<file path="src/rtl/seg_pkg.sv">
// Shared types and constants for the seven-segment scan path.
package seg_pkg;
  localparam int NUM_DIGITS = 4;

  typedef logic [6:0] seg_t;
  typedef logic [1:0] digit_idx_t;

  localparam seg_t       SEG_OFF = 7'b0000000;
  localparam logic [3:0] AN_OFF  = 4'b1111;

  // Standard glyphs emitted by the upstream pattern source.
  localparam seg_t GLYPH_0 = 7'b0000111;
  localparam seg_t GLYPH_1 = 7'b1111010;
  localparam seg_t GLYPH_2 = 7'b1000110;
  localparam seg_t GLYPH_3 = 7'b1010101;

  // One output-stage drive word: segment bus plus active-low digit enables.
  typedef struct packed {
    seg_t       seg;
    logic [3:0] an;
  } drive_t;
endpackage

</file>
<file path="src/rtl/scan_prescaler.sv">
// Free-running 0..DIV-1 prescaler with a slot-boundary tick on the last count.
module scan_prescaler #(
  parameter int DIV = 50000,
  localparam int CW = (DIV > 1) ? $clog2(DIV) : 1
) (
  input  logic          clk,
  input  logic          rst,
  output logic          tick,
  output logic [CW-1:0] count
);
  localparam logic [CW-1:0] LAST = CW'(DIV - 1);

  // Count up and wrap to zero after the last slot cycle.
  always_ff @(posedge clk) begin
    if (rst)                count <= '0;
    else if (count == LAST) count <= '0;
    else                    count <= count + 1'b1;
  end

  // Tick is decoded straight off the count and held low while in reset.
  assign tick = ~rst & (count == LAST);
endmodule

</file>
<file path="src/rtl/seg_scan_mux.sv">
// Four-digit seven-segment scan multiplexer.
// Optional anti-ghosting dead time at the start of each slot: SEG_SCAN_BLANK_EN.
module seg_scan_mux
  import seg_pkg::*;
#(
  parameter int REFRESH_DIV  = 50000,
  parameter int BLANK_CYCLES = 2
) (
  input  logic       clk,
  input  logic       rst,
  input  logic       wr_en,
  input  logic [1:0] wr_addr,
  input  logic [6:0] seg_in,
  input  logic       blank,
  output logic [6:0] seg,
  output logic [3:0] an,
  output logic       tick
);
  localparam int CW = (REFRESH_DIV > 1) ? $clog2(REFRESH_DIV) : 1;
  localparam logic [CW-1:0] BLANK_C = CW'(BLANK_CYCLES);
`ifdef SEG_SCAN_BLANK_EN
  localparam bit DEAD_EN = 1'b1;
`else
  localparam bit DEAD_EN = 1'b0;
`endif

  logic [CW-1:0]               count;
  digit_idx_t                  idx;
  seg_t [NUM_DIGITS-1:0]       pat;
  logic                        dead;
  drive_t                      drv_d, drv_q;

  scan_prescaler #(.DIV(REFRESH_DIV)) u_pre (
    .clk   (clk),
    .rst   (rst),
    .tick  (tick),
    .count (count)
  );

  // Dead time covers the first BLANK_CYCLES counts of every slot when enabled.
  assign dead = DEAD_EN & (count < BLANK_C);

  // Digit index steps once per slot; 2-bit overflow gives the 3->0 wrap.
  always_ff @(posedge clk) begin
    if (rst)       idx <= '0;
    else if (tick) idx <= idx + 1'b1;
  end

  // Digit register file; reset clears every stored pattern.
  always_ff @(posedge clk) begin
    if (rst)        pat          <= '{default: SEG_OFF};
    else if (wr_en) pat[wr_addr] <= seg_in;
  end

  // Next drive word: all off when blanked, otherwise the current digit.
  always_comb begin
    drv_d.seg = SEG_OFF;
    drv_d.an  = AN_OFF;
    if (!(blank || dead)) begin
      drv_d.seg = pat[idx];
      drv_d.an  = ~(4'b0001 << idx);
    end
  end

  // Registered output stage, one cycle behind index/pattern state.
  always_ff @(posedge clk) begin
    if (rst) drv_q <= '{seg: SEG_OFF, an: AN_OFF};
    else     drv_q <= drv_d;
  end

  assign seg = drv_q.seg;
  assign an  = drv_q.an;
endmodule

</file>
<file path="config.mk">
export PLATFORM = sky130hd
export DESIGN_NAME = seg_scan_mux
export DESIGN_NICKNAME = d
export VERILOG_FILES = /design/src/rtl/seg_pkg.sv /design/src/rtl/scan_prescaler.sv /design/src/rtl/seg_scan_mux.sv
export SDC_FILE = /design/constraint.sdc
export NUM_CORES = 1
export LEC_CHECK = 0
export BUFFER_PORTS_ARGS = -buffer_cell sky130_fd_sc_hd__buf_2
export CORE_ASPECT_RATIO = 1.2
export CORE_MARGIN = 2
export CORE_UTILIZATION = 30
export CTS_CLUSTER_DIAMETER = 100
export DETAILED_ROUTE_END_ITERATION = 16
export GPL_TIMING_DRIVEN = 0
export PLACE_DENSITY = 0.52
export SLEW_MARGIN = 10
export SYNTH_ARGS = -nofsm -noshare
export SYNTH_HDL_FRONTEND = slang
export SYNTH_HIERARCHICAL = 1
export SYNTH_SLANG_ARGS = --single-unit
export TNS_END_PERCENT = 20
</file>
<file path="constraint.sdc">
create_clock -name clk -period 2.07 [get_ports clk]
set_input_delay 0.207 -clock clk [delete_from_list [all_inputs] [get_ports clk]]
set_output_delay 0.207 -clock clk [all_outputs]
set_load 0.01 [all_outputs]
</file>
==> results_dict.tcl, run 1 <==
set metrics [dict create \
    cts_sinks 57 \
    clk_pin_slew_ns 0.07 \
    worst_pin_slew_ns 0.4469 \
    via_per_inst 4.371 \
    track_usage_pct 12.54 \
    cts_tree "done" \
    internal-power_mw 1.859 \
    rr_endpoint "idx[1]" \
    die_y_microns 104.5 \
    cp_data_arrival_time_ns 1.73 \
    io_pins 25 \
    crit_slowest_cell "dfxtp_1" \
    vias 1722 \
    power_frac_comb_pct 5.2 \
    hold_path_end "an[3]" \
    gp_congestion 0.7229 \
    r2r-start "u_pre/count[0]" \
    ys_top_cells_by_area "dfxtp_1, mux2i_1, nand2b_1, xnor2_1, nor2_1" \
    use_met2_pct 18.18 \
    syn_area_per_cell_sq_um 10.52 \
    slowest_delay_ns 0.39 \
    numPortBuffers 24 \
    drive_above_1_share_pct 22.86 \
    ant_nets 0 \
    clkPwrFrac_pct 47.6 \
    grt-busiest-layer "met2" \
    grt_pass1_wl_microns 8673 \
    dr.first_iter.drc_count 37 \
    fin_crit_ns 1.937 \
    hp-start "blank" \
    num_rows 36 \
    core_sq_um 8153 \
    final_nets 293 \
    worstSetupPathType "flop to output pin" \
    clockBufferDepth 2 \
    syn2layout_area_growth_pct 19.38 \
    synth_nets 258 \
    tns_ns 0 \
    synth-seq-area-share_pct 45.19 \
    rr_worst_depth 6 \
    drt-wirelength-per-cell_microns 13.10 \
    rsz0062_at_grt "no" \
    numCtsBuffers 9 \
    hold_slack_ns 0.1531 \
    synth_top_area_share_pct 45.19 \
    p_switching_mw 0.5547 \
    power_frac_seq_pct 47.2 \
    hpwl_microns 3456 \
    hold_depth 3 \
    outcome "completed" \
    place_area_sq_um 2788 \
    initial_core_util_pct 30.97 \
    synth_area_sq_um 2525 \
    synth_top_cell_by_area "dfxtp_1" \
    synthDistinctLibCells 32 \
    finalCritPeriodShare_pct 93.57 \
    grt_max_degree 12 \
    first_global_vias 1729 \
    drc 0 \
    required_ns 1.86 \
    hold_viol_final 0 \
    power.leakage_nw 1.184 \
    crit_chain "ha_1 -> and3_2 -> nand4_2 -> nor2_4 -> buf_2" \
    syn_inst 240 \
    grt_use_met3_pct 3.095 \
    diodes 0 \
    critPathCaptureType "output pin" \
    drv_slew 0 \
    synthFlopType "dfxtp_1" \
    switching_share_pct 22.98 \
    layout_commonest_cell "dfxtp_1" \
    yosysWarnings 6 \
    hold_class "input pin to flop" \
    clock_latency_ns 0.34 \
    drv_cap 0 \
    cts-root-buf "clkbuf_8" \
    use_met1_pct 17.09 \
    synth_edf_count 0 \
    finalSetupViolCount 0 \
    htree_num_levels 3 \
    async_flop_share_pct 0 \
    crit_fanout 4 \
    die_w_microns 87.75 \
    skew_ns 0.009464 \
    start_kind "flop" \
    postLayoutCellArea_sq_um 3014 \
    final_core_util_pct 36.97 \
    drt-total-wl_microns 5160 \
    grt-ovfl-total 0 \
    final_cell_mix "dfxtp_1, mux2i_1, nand2b_1, buf_2, nor2_1" \
    p_per_area_nw_per_um2 800.7 \
    drt_first_pass_iters 6 \
    relSlewSlack_pct 70.21 \
    fillers 829 \
    antenna_found_initial 0 \
    worst_ir_drop_vdd_mv 0.3718 \
    clock.fmax_mhz 516.3 \
    die_area_sq_um 9169 \
    reg2reg_slack_ns 0.45 \
    ctsHoldBuffers 0 \
    ys_seq_elements 57 \
]
## layout make-up
cell class / instances / area (sq um) / area share (%)
clock buffer: 9 / 123.9 / 4.110
sequential: 57 / 1141 / 37.86
inverter: 6 / 22.52 / 0.7472
timing repair buffer: 24 / 120.1 / 3.985
tap: 114 / 142.6 / 4.732
clock inverter: 7 / 93.84 / 3.113
buffer: 13 / 72.57 / 2.408
multi-input combinational: 164 / 1297 / 43.05
## routing by layer
layer	routed length, microns	vias to the layer above
li1	-	886
met1	2541	794
met2	2328	31
met3	164	11
met4	126	0
met5	0	-
## power by group through the flow
stage	Sequential (mW)	Clock [mW]	Combinational [mW]
3_3_place_gp	1.16	0	0.126
5_1_grt	1.14	1.23	0.140
4_1_cts	1.14	1.19	0.128
3_5_place_dp	1.16	0	0.126
6_report	1.14	1.15	0.125
2_1_floorplan	1.16	0	0.0835
## registers in the layout (all words and copies together) (netlist names)
signal and cells:
pat 28, seg 7, u_pre/count 16, an 4, idx 2
## worst max path at each step
stage,startpoint,cells after the start,slack (ns),end
after detailed placement,u_pre/count[0],6,0.31,idx[1]
after floorplan,u_pre/count[0],6,0.47,idx[1]
after global routing,u_pre/count[0],5,0.02,tick
after global placement,u_pre/count[0],6,0.34,idx[1]
final,u_pre/count[0],5,0.13,tick
after CTS,u_pre/count[0],5,0.04,tick
## worst max-delay path, delay by kind of cell (launching register included)
family	cells	cell delay, ns
simple gates	3	0.63
fa+ha+maj	1	0.23
buf+inv	1	0.15
flops	1	0.39
## kinds of logic (layout without fill, tap and decap cells)
| family | Yosys count | after routing | synth area share (%) |
|---|---|---|---|
| xor gates and xnor gates | 15 | 15 | 5.203 |
| AOI/OAI and AO/OA | 7 | 7 | 1.734 |
| DFF | 57 | 57 | 45.19 |
| muxes | 43 | 43 | 17.05 |
| buffers and inverters | 19 | 59 | 3.766 |
| adders and majority gates | 5 | 5 | 2.478 |
| and+or+nand+nor | 94 | 94 | 24.58 |
## through the flow
stage,cells,power [mW],setup WS (ns)
floorplan,240,1.245,0.4735
global placement,378,1.289,0.3396
detailed placement,378,1.290,0.3082
CTS,394,2.453,0.03646
global route,394,2.509,0.02471
finish,394,2.413,0.1331
## timing repair
action,CTS,global route
buffers inserted,0,0
resized for setup,1,2
setup endpoints to repair,1,1
## synth_stat cells (2+ instances only)
library cell,count
nor4_2,4
clkbuf_2,3
nand3b_1,2
mux2i_1,43
xnor2_1,13
o22ai_1,7
nand2b_1,35
nand3_1,6
nor2_1,19
nand4_2,2
clkbuf_1,6
nor3_1,4
nor2_2,3
nand2_1,6
dfxtp_1,57
xor2_1,2
or3b_1,2
buf_6,2
and4bb_1,2
inv_1,6
ha_1,5
No activity file was read; power rests on OpenSTA's default activity.
==> run 2: changes to the inputs <==
--- a/config.mk
+++ b/config.mk
@@ -8,11 +8,12 @@
 export BUFFER_PORTS_ARGS = -buffer_cell sky130_fd_sc_hd__buf_2
 export CORE_ASPECT_RATIO = 1.2
 export CORE_MARGIN = 2
-export CORE_UTILIZATION = 30
+export CORE_UTILIZATION = 40
 export CTS_CLUSTER_DIAMETER = 100
 export DETAILED_ROUTE_END_ITERATION = 16
 export GPL_TIMING_DRIVEN = 0
-export PLACE_DENSITY = 0.52
+export PLACE_DENSITY = 0.64
+export SKIP_LAST_GASP = 1
 export SLEW_MARGIN = 10
 export SYNTH_ARGS = -nofsm -noshare
 export SYNTH_HDL_FRONTEND = slang
==> run 2 against run 1 <==
Against the previous run: worst setup slack is essentially flat; combinational power about the same; flip-flop and latch count stayed put; critical endpoint unchanged; largest power group is now registers.
==> results_dict.tcl, run 2 (synthesis results as in run 1) <==
set metrics [dict create \
    path_buf_inv 1 \
    drc 0 \
    hold_viol_final 0 \
    top_register "pat" \
    finalPower_mw 2.279 \
    gp_congestion 0.7323 \
    track_usage_pct 15.50 \
    drv_cap 0 \
    die_w_microns 76.53 \
    start_kind "flop" \
    p_switching_mw 0.5127 \
    fin_crit_ns 1.937 \
    p_per_area_nw_per_um2 773.5 \
    numPortBuffers 24 \
    numCtsBuffers 9 \
    core_sq_um 6090 \
    htree_num_levels 3 \
    worstSetupPathType "flop to output pin" \
    critical-path-top-delay-family "simple AND/OR/NAND/NOR gates" \
    dp_worst_setup_slack_ns 0.3507 \
    crit_end "tick" \
    antenna_found_initial 0 \
    drt_first_pass_iters 4 \
    grt_use_met3_pct 3.678 \
    clockBufferDepth 2 \
    path_depth 5 \
    relSlewSlack_pct 67.28 \
    syn2layout_area_growth_pct 16.70 \
    crit_fanout 4 \
    crit_slowest_cell "dfxtp_1" \
    final_nets 293 \
    clock.fmax_mhz 516.3 \
    use_met2_pct 23.16 \
    first_global_vias 1729 \
    power.leakage_nw 1.174 \
    final_core_util_pct 48.39 \
    tns_ns 0 \
    hold_slack_ns 0.1276 \
    grt-busiest-layer "met2" \
    seq_area_sq_um 1141 \
    cts_resized 1 \
    rsz0062_at_grt "no" \
    cp_data_arrival_time_ns 1.73 \
    finalCritPeriodShare_pct 93.57 \
    skew_ns 0.007951 \
    power_frac_seq_pct 50.0 \
    final_cell_mix "dfxtp_1, mux2i_1, nand2b_1, buf_2, nor2_1" \
    vias 1710 \
    ant_nets 0 \
    drt-wirelength-per-cell_microns 13.07 \
    worst_ir_drop_vdd_mv 0.4071 \
    cts_tree "done" \
    required_ns 1.86 \
    drive_above_1_share_pct 22.14 \
    switching_share_pct 22.50 \
    worst_pin_slew_ns 0.4907 \
    drv_slew 0 \
    hpwl_microns 3274 \
    slowest_delay_ns 0.39 \
    die_area_sq_um 6966 \
    grt_max_degree 11 \
    num_rows 31 \
    die_y_microns 91.03 \
    post_cts_buffers 0 \
    outcome "completed" \
    layout_commonest_cell "dfxtp_1" \
    multiInputGateArea_sq_um 1291 \
    use_met1_pct 20.31 \
    power_frac_comb_pct 5.5 \
    layout_setup_ws_ns 0.1332 \
    fillers 584 \
    r2r-start "u_pre/count[0]" \
    cts-root-buf "clkbuf_8" \
    rr_endpoint "idx[1]" \
    finalSetupViolCount 0 \
    dr.first_iter.drc_count 115 \
    via_per_inst 4.724 \
    hold_class "input pin to flop" \
    critPathCaptureType "output pin" \
    io_pins 25 \
    diodes 0 \
    clk_pin_slew_ns 0.06 \
    ctsHoldBuffers 0 \
    reg2reg_slack_ns 0.46 \
    internal-power_mw 1.766 \
    grt_pass1_wl_microns 8342 \
    crit_chain "ha_1 -> and3_1 -> nand4_2 -> nor2_2 -> buf_2" \
    cts_sinks 57 \
    rr_worst_depth 6 \
    largest_reg_flops 28 \
    startpoint "u_pre/count[0]" \
    initial_core_util_pct 41.46 \
    clkPwrFrac_pct 44.6 \
    drt-total-wl_microns 4731 \
    clock_latency_ns 0.33 \
    grt-ovfl-total 0 \
]
-- run 2: area by class of cell --
class / instances / area share [%]
tap: 82 / 3.482
buffer: 13 / 2.463
inverter: 6 / 0.7643
clock inverter: 5 / 1.868
clock buffer: 11 / 4.798
timing repair buffer: 24 / 4.076
sequential: 57 / 38.73
multi-input combinational: 164 / 43.82
-- run 2: power groups by stage --
stage | Clock (mW) | Sequential [mW] | Combinational (mW)
after floorplan | 0 | 1.16 | 0.0835
after global placement | 0 | 1.16 | 0.123
after detailed placement | 0 | 1.16 | 0.125
after CTS | 1.05 | 1.14 | 0.126
after global routing | 1.09 | 1.14 | 0.139
final | 1.02 | 1.14 | 0.124
-- run 2: worst min-delay path by stage --
stage	to	cells after the start	slack, ns	startpoint
6_report	u_pre/count[2]	2	0.13	rst
2_1_floorplan	u_pre/count[2]	1	0.28	rst
3_3_place_gp	u_pre/count[0]	1	0.46	u_pre/count[0]
3_5_place_dp	pat[5]	2	0.46	pat[5]
5_1_grt	an[3]	3	0.14	blank
4_1_cts	u_pre/count[2]	2	0.11	rst
-- run 2: per-stage QoR --
step | cell area [sq um] | instances
after global placement | 2748 | 346
after CTS | 2947 | 362
final | 2947 | 362
after global routing | 2947 | 362
after floorplan | 2525 | 240
after detailed placement | 2748 | 346
-- run 2: per-layer routing --
layer  part of all wire (%)  wire, microns  up-vias
met3                    3.1            145        9
li1                       -              -      888
met4                    2.2            104        0
met1                     51           2398      785
met2                     44           2083       28
met5                      0              0        -
==> run 3: changes to the inputs <==
--- a/config.mk
+++ b/config.mk
@@ -8,13 +8,14 @@
 export BUFFER_PORTS_ARGS = -buffer_cell sky130_fd_sc_hd__buf_2
 export CORE_ASPECT_RATIO = 1.2
 export CORE_MARGIN = 2
-export CORE_UTILIZATION = 40
+export CORE_UTILIZATION = 50
 export CTS_CLUSTER_DIAMETER = 100
 export DETAILED_ROUTE_END_ITERATION = 16
 export GPL_TIMING_DRIVEN = 0
-export PLACE_DENSITY = 0.64
+export PLACE_DENSITY = 0.75
+export REMOVE_ABC_BUFFERS = 1
 export SKIP_LAST_GASP = 1
-export SLEW_MARGIN = 10
+export SLEW_MARGIN = 20
 export SYNTH_ARGS = -nofsm -noshare
 export SYNTH_HDL_FRONTEND = slang
 export SYNTH_HIERARCHICAL = 1
==> run 3 against run 2 <==
Against the previous run: global-route usage grew 1.4 points; clock skew grew 0.00080 ns; design area shrank 3.0%; die area shrank 19%; final cell count shrank 9.7%; combinational power shrank 9.7%; maximum frequency grew 2.6%; sequential share of layout area grew 1.2 points; via count shrank 3.3%; worst hold slack gained 0.012 ns; non-clock buffer count shrank 13; sequential power is essentially flat; critical endpoint unchanged; largest cell class unchanged; highest routed layer unchanged.
==> results_dict.tcl, run 3 (synthesis results as in run 1) <==
set metrics [dict create \
    hold_viol_final 0 \
    final_nets 280 \
    worst_pin_slew_ns 0.9821 \
    drv_cap 0 \
    diodes 0 \
    gp_congestion 0.7581 \
    p_switching_mw 0.4907 \
    hold_class "input pin to flop" \
    drt-wirelength-per-cell_microns 12.99 \
    switching_share_pct 21.14 \
    track_usage_pct 16.92 \
    via_per_inst 5.058 \
    worstSetupPathType "flop to output pin" \
    power_frac_seq_pct 49.1 \
    skew_ns 0.008756 \
    layout_commonest_cell "dfxtp_1" \
    first_global_vias 1562 \
    syn2layout_area_growth_pct 13.18 \
    p_per_area_nw_per_um2 812.2 \
    power_frac_comb_pct 4.8 \
    numPortBuffers 24 \
    crit_fanout 4 \
    start_kind "flop" \
    vias 1654 \
    grt_pass1_wl_microns 7072 \
    internal-power_mw 1.830 \
    clock.fmax_mhz 529.7 \
    finalCritPeriodShare_pct 91.21 \
    drv_slew 0 \
    num_rows 28 \
    drt_first_pass_iters 4 \
    htree_num_levels 3 \
    cts_tree "done" \
    worst_ir_drop_vdd_mv 0.4701 \
    initial_core_util_pct 51.48 \
    top_register "pat" \
    final_cell_mix "dfxtp_1, mux2i_1, nand2b_1, buf_2, nor2_1" \
    dr.first_iter.drc_count 106 \
    die_w_microns 68.87 \
    drc 0 \
    relSlewSlack_pct 34.44 \
    finalSetupViolCount 0 \
    grt-ovfl-total 0 \
    antenna_found_initial 0 \
    ctsHoldBuffers 0 \
    ant_nets 0 \
    cp_data_arrival_time_ns 1.68 \
    fin_crit_ns 1.888 \
    rsz0062_at_grt "no" \
    power.leakage_nw 1.143 \
    outcome "completed" \
    die_y_microns 81.85 \
    hpwl_microns 2805 \
    drive_above_1_share_pct 20.22 \
    layout_setup_ws_ns 0.1820 \
    required_ns 1.86 \
    numCtsBuffers 9 \
    fillers 458 \
    die_area_sq_um 5637 \
    clkPwrFrac_pct 46.1 \
    critPathCaptureType "output pin" \
    tns_ns 0 \
    clk_pin_slew_ns 0.06 \
    largest_reg_flops 28 \
    clock_latency_ns 0.33 \
    cts_sinks 57 \
    io_pins 25 \
    cts-root-buf "clkbuf_8" \
    drt-total-wl_microns 4247 \
    grt_max_degree 44 \
    clockBufferDepth 2 \
    dp_worst_setup_slack_ns 0.2696 \
    core_sq_um 4905 \
]
## run 3: changes by cell type in the layout (fill, tap and decap cells not counted)
cell / previous run / this run
clkinv_2: 2 / 1
buf_4: 1 / 0
clkbuf_1: 7 / 2
buf_2: 25 / 24
clkinvlp_4: 2 / 0
buf_6: 2 / 0
clkbuf_8: 10 / 12
clkbuf_2: 3 / 0
## run 3: final timing paths
| path | from | cells past startpoint | to | slack (ns) |
|---|---|---|---|---|
| hold / removal | blank | 3 | an[1] | 0.14 |
| setup reg to reg | idx[0] | 4 | idx[1] | 0.29 |
| hold reg to reg | pat[26] | 2 | pat[26] | 0.48 |
| setup / recovery | u_pre/count[0] | 5 | tick | 0.18 |
## run 3: cell type report
| class | instances | area [sq um] | share of cell area, % |
|---|---|---|---|
| Multi-Input combinational cell | 164 | 1291 | 45.18 |
| Sequential cell | 57 | 1141 | 39.93 |
| Clock buffer | 14 | 172.7 | 6.042 |
| Timing Repair Buffer | 24 | 120.1 | 4.203 |
| Tap cell | 60 | 75.07 | 2.627 |
| Clock inverter | 2 | 35.03 | 1.226 |
| Inverter | 6 | 22.52 | 0.7881 |
## run 3: worst max-delay path, cell delays in order (launching register included)
cell and delay (ns):
dfxtp_1 0.38, ha_1 0.21, and3_1 0.25, nand4_2 0.15, nor2_2 0.20, buf_2 0.17
## run 3: per-layer routing
metal | global-route usage [%] | wire [microns] | up-vias
met5 | 0 | 0 | -
met1 | 19.98 | 1922 | 770
met2 | 27.69 | 2124 | 21
met4 | 6.863 | 67 | 0
met3 | 5.890 | 133 | 8
li1 | - | - | 855
## run 3: power by group through the flow
stage               registers [mW]  clock network, mW  logic (mW)
floorplan                     1.16                  0      0.0715
global placement              1.16                  0       0.112
detailed placement            1.16                  0       0.112
CTS                           1.14               1.09       0.113
global route                  1.14               1.14       0.125
finish                        1.14               1.07       0.112
## run 3: metrics by stage
stage	power, mW	instance area (sq um)	instances	hold slack [ns]	utilization (%)
5_1_grt	2.408	2858	327	0.1590	58.27
6_report	2.321	2858	327	0.1398	58.27
4_1_cts	2.343	2855	327	0.1299	58.21
3_5_place_dp	1.276	2648	311	0.4663	53.98
2_1_floorplan	1.233	2452	227	0.2794	-
3_3_place_gp	1.274	2648	311	0.4571	53.98
## run 3: timing repair
item                                    CTS  global route
endpoints found under the setup margin    0             1
resized for setup                         0             1
buffers inserted                          0             0
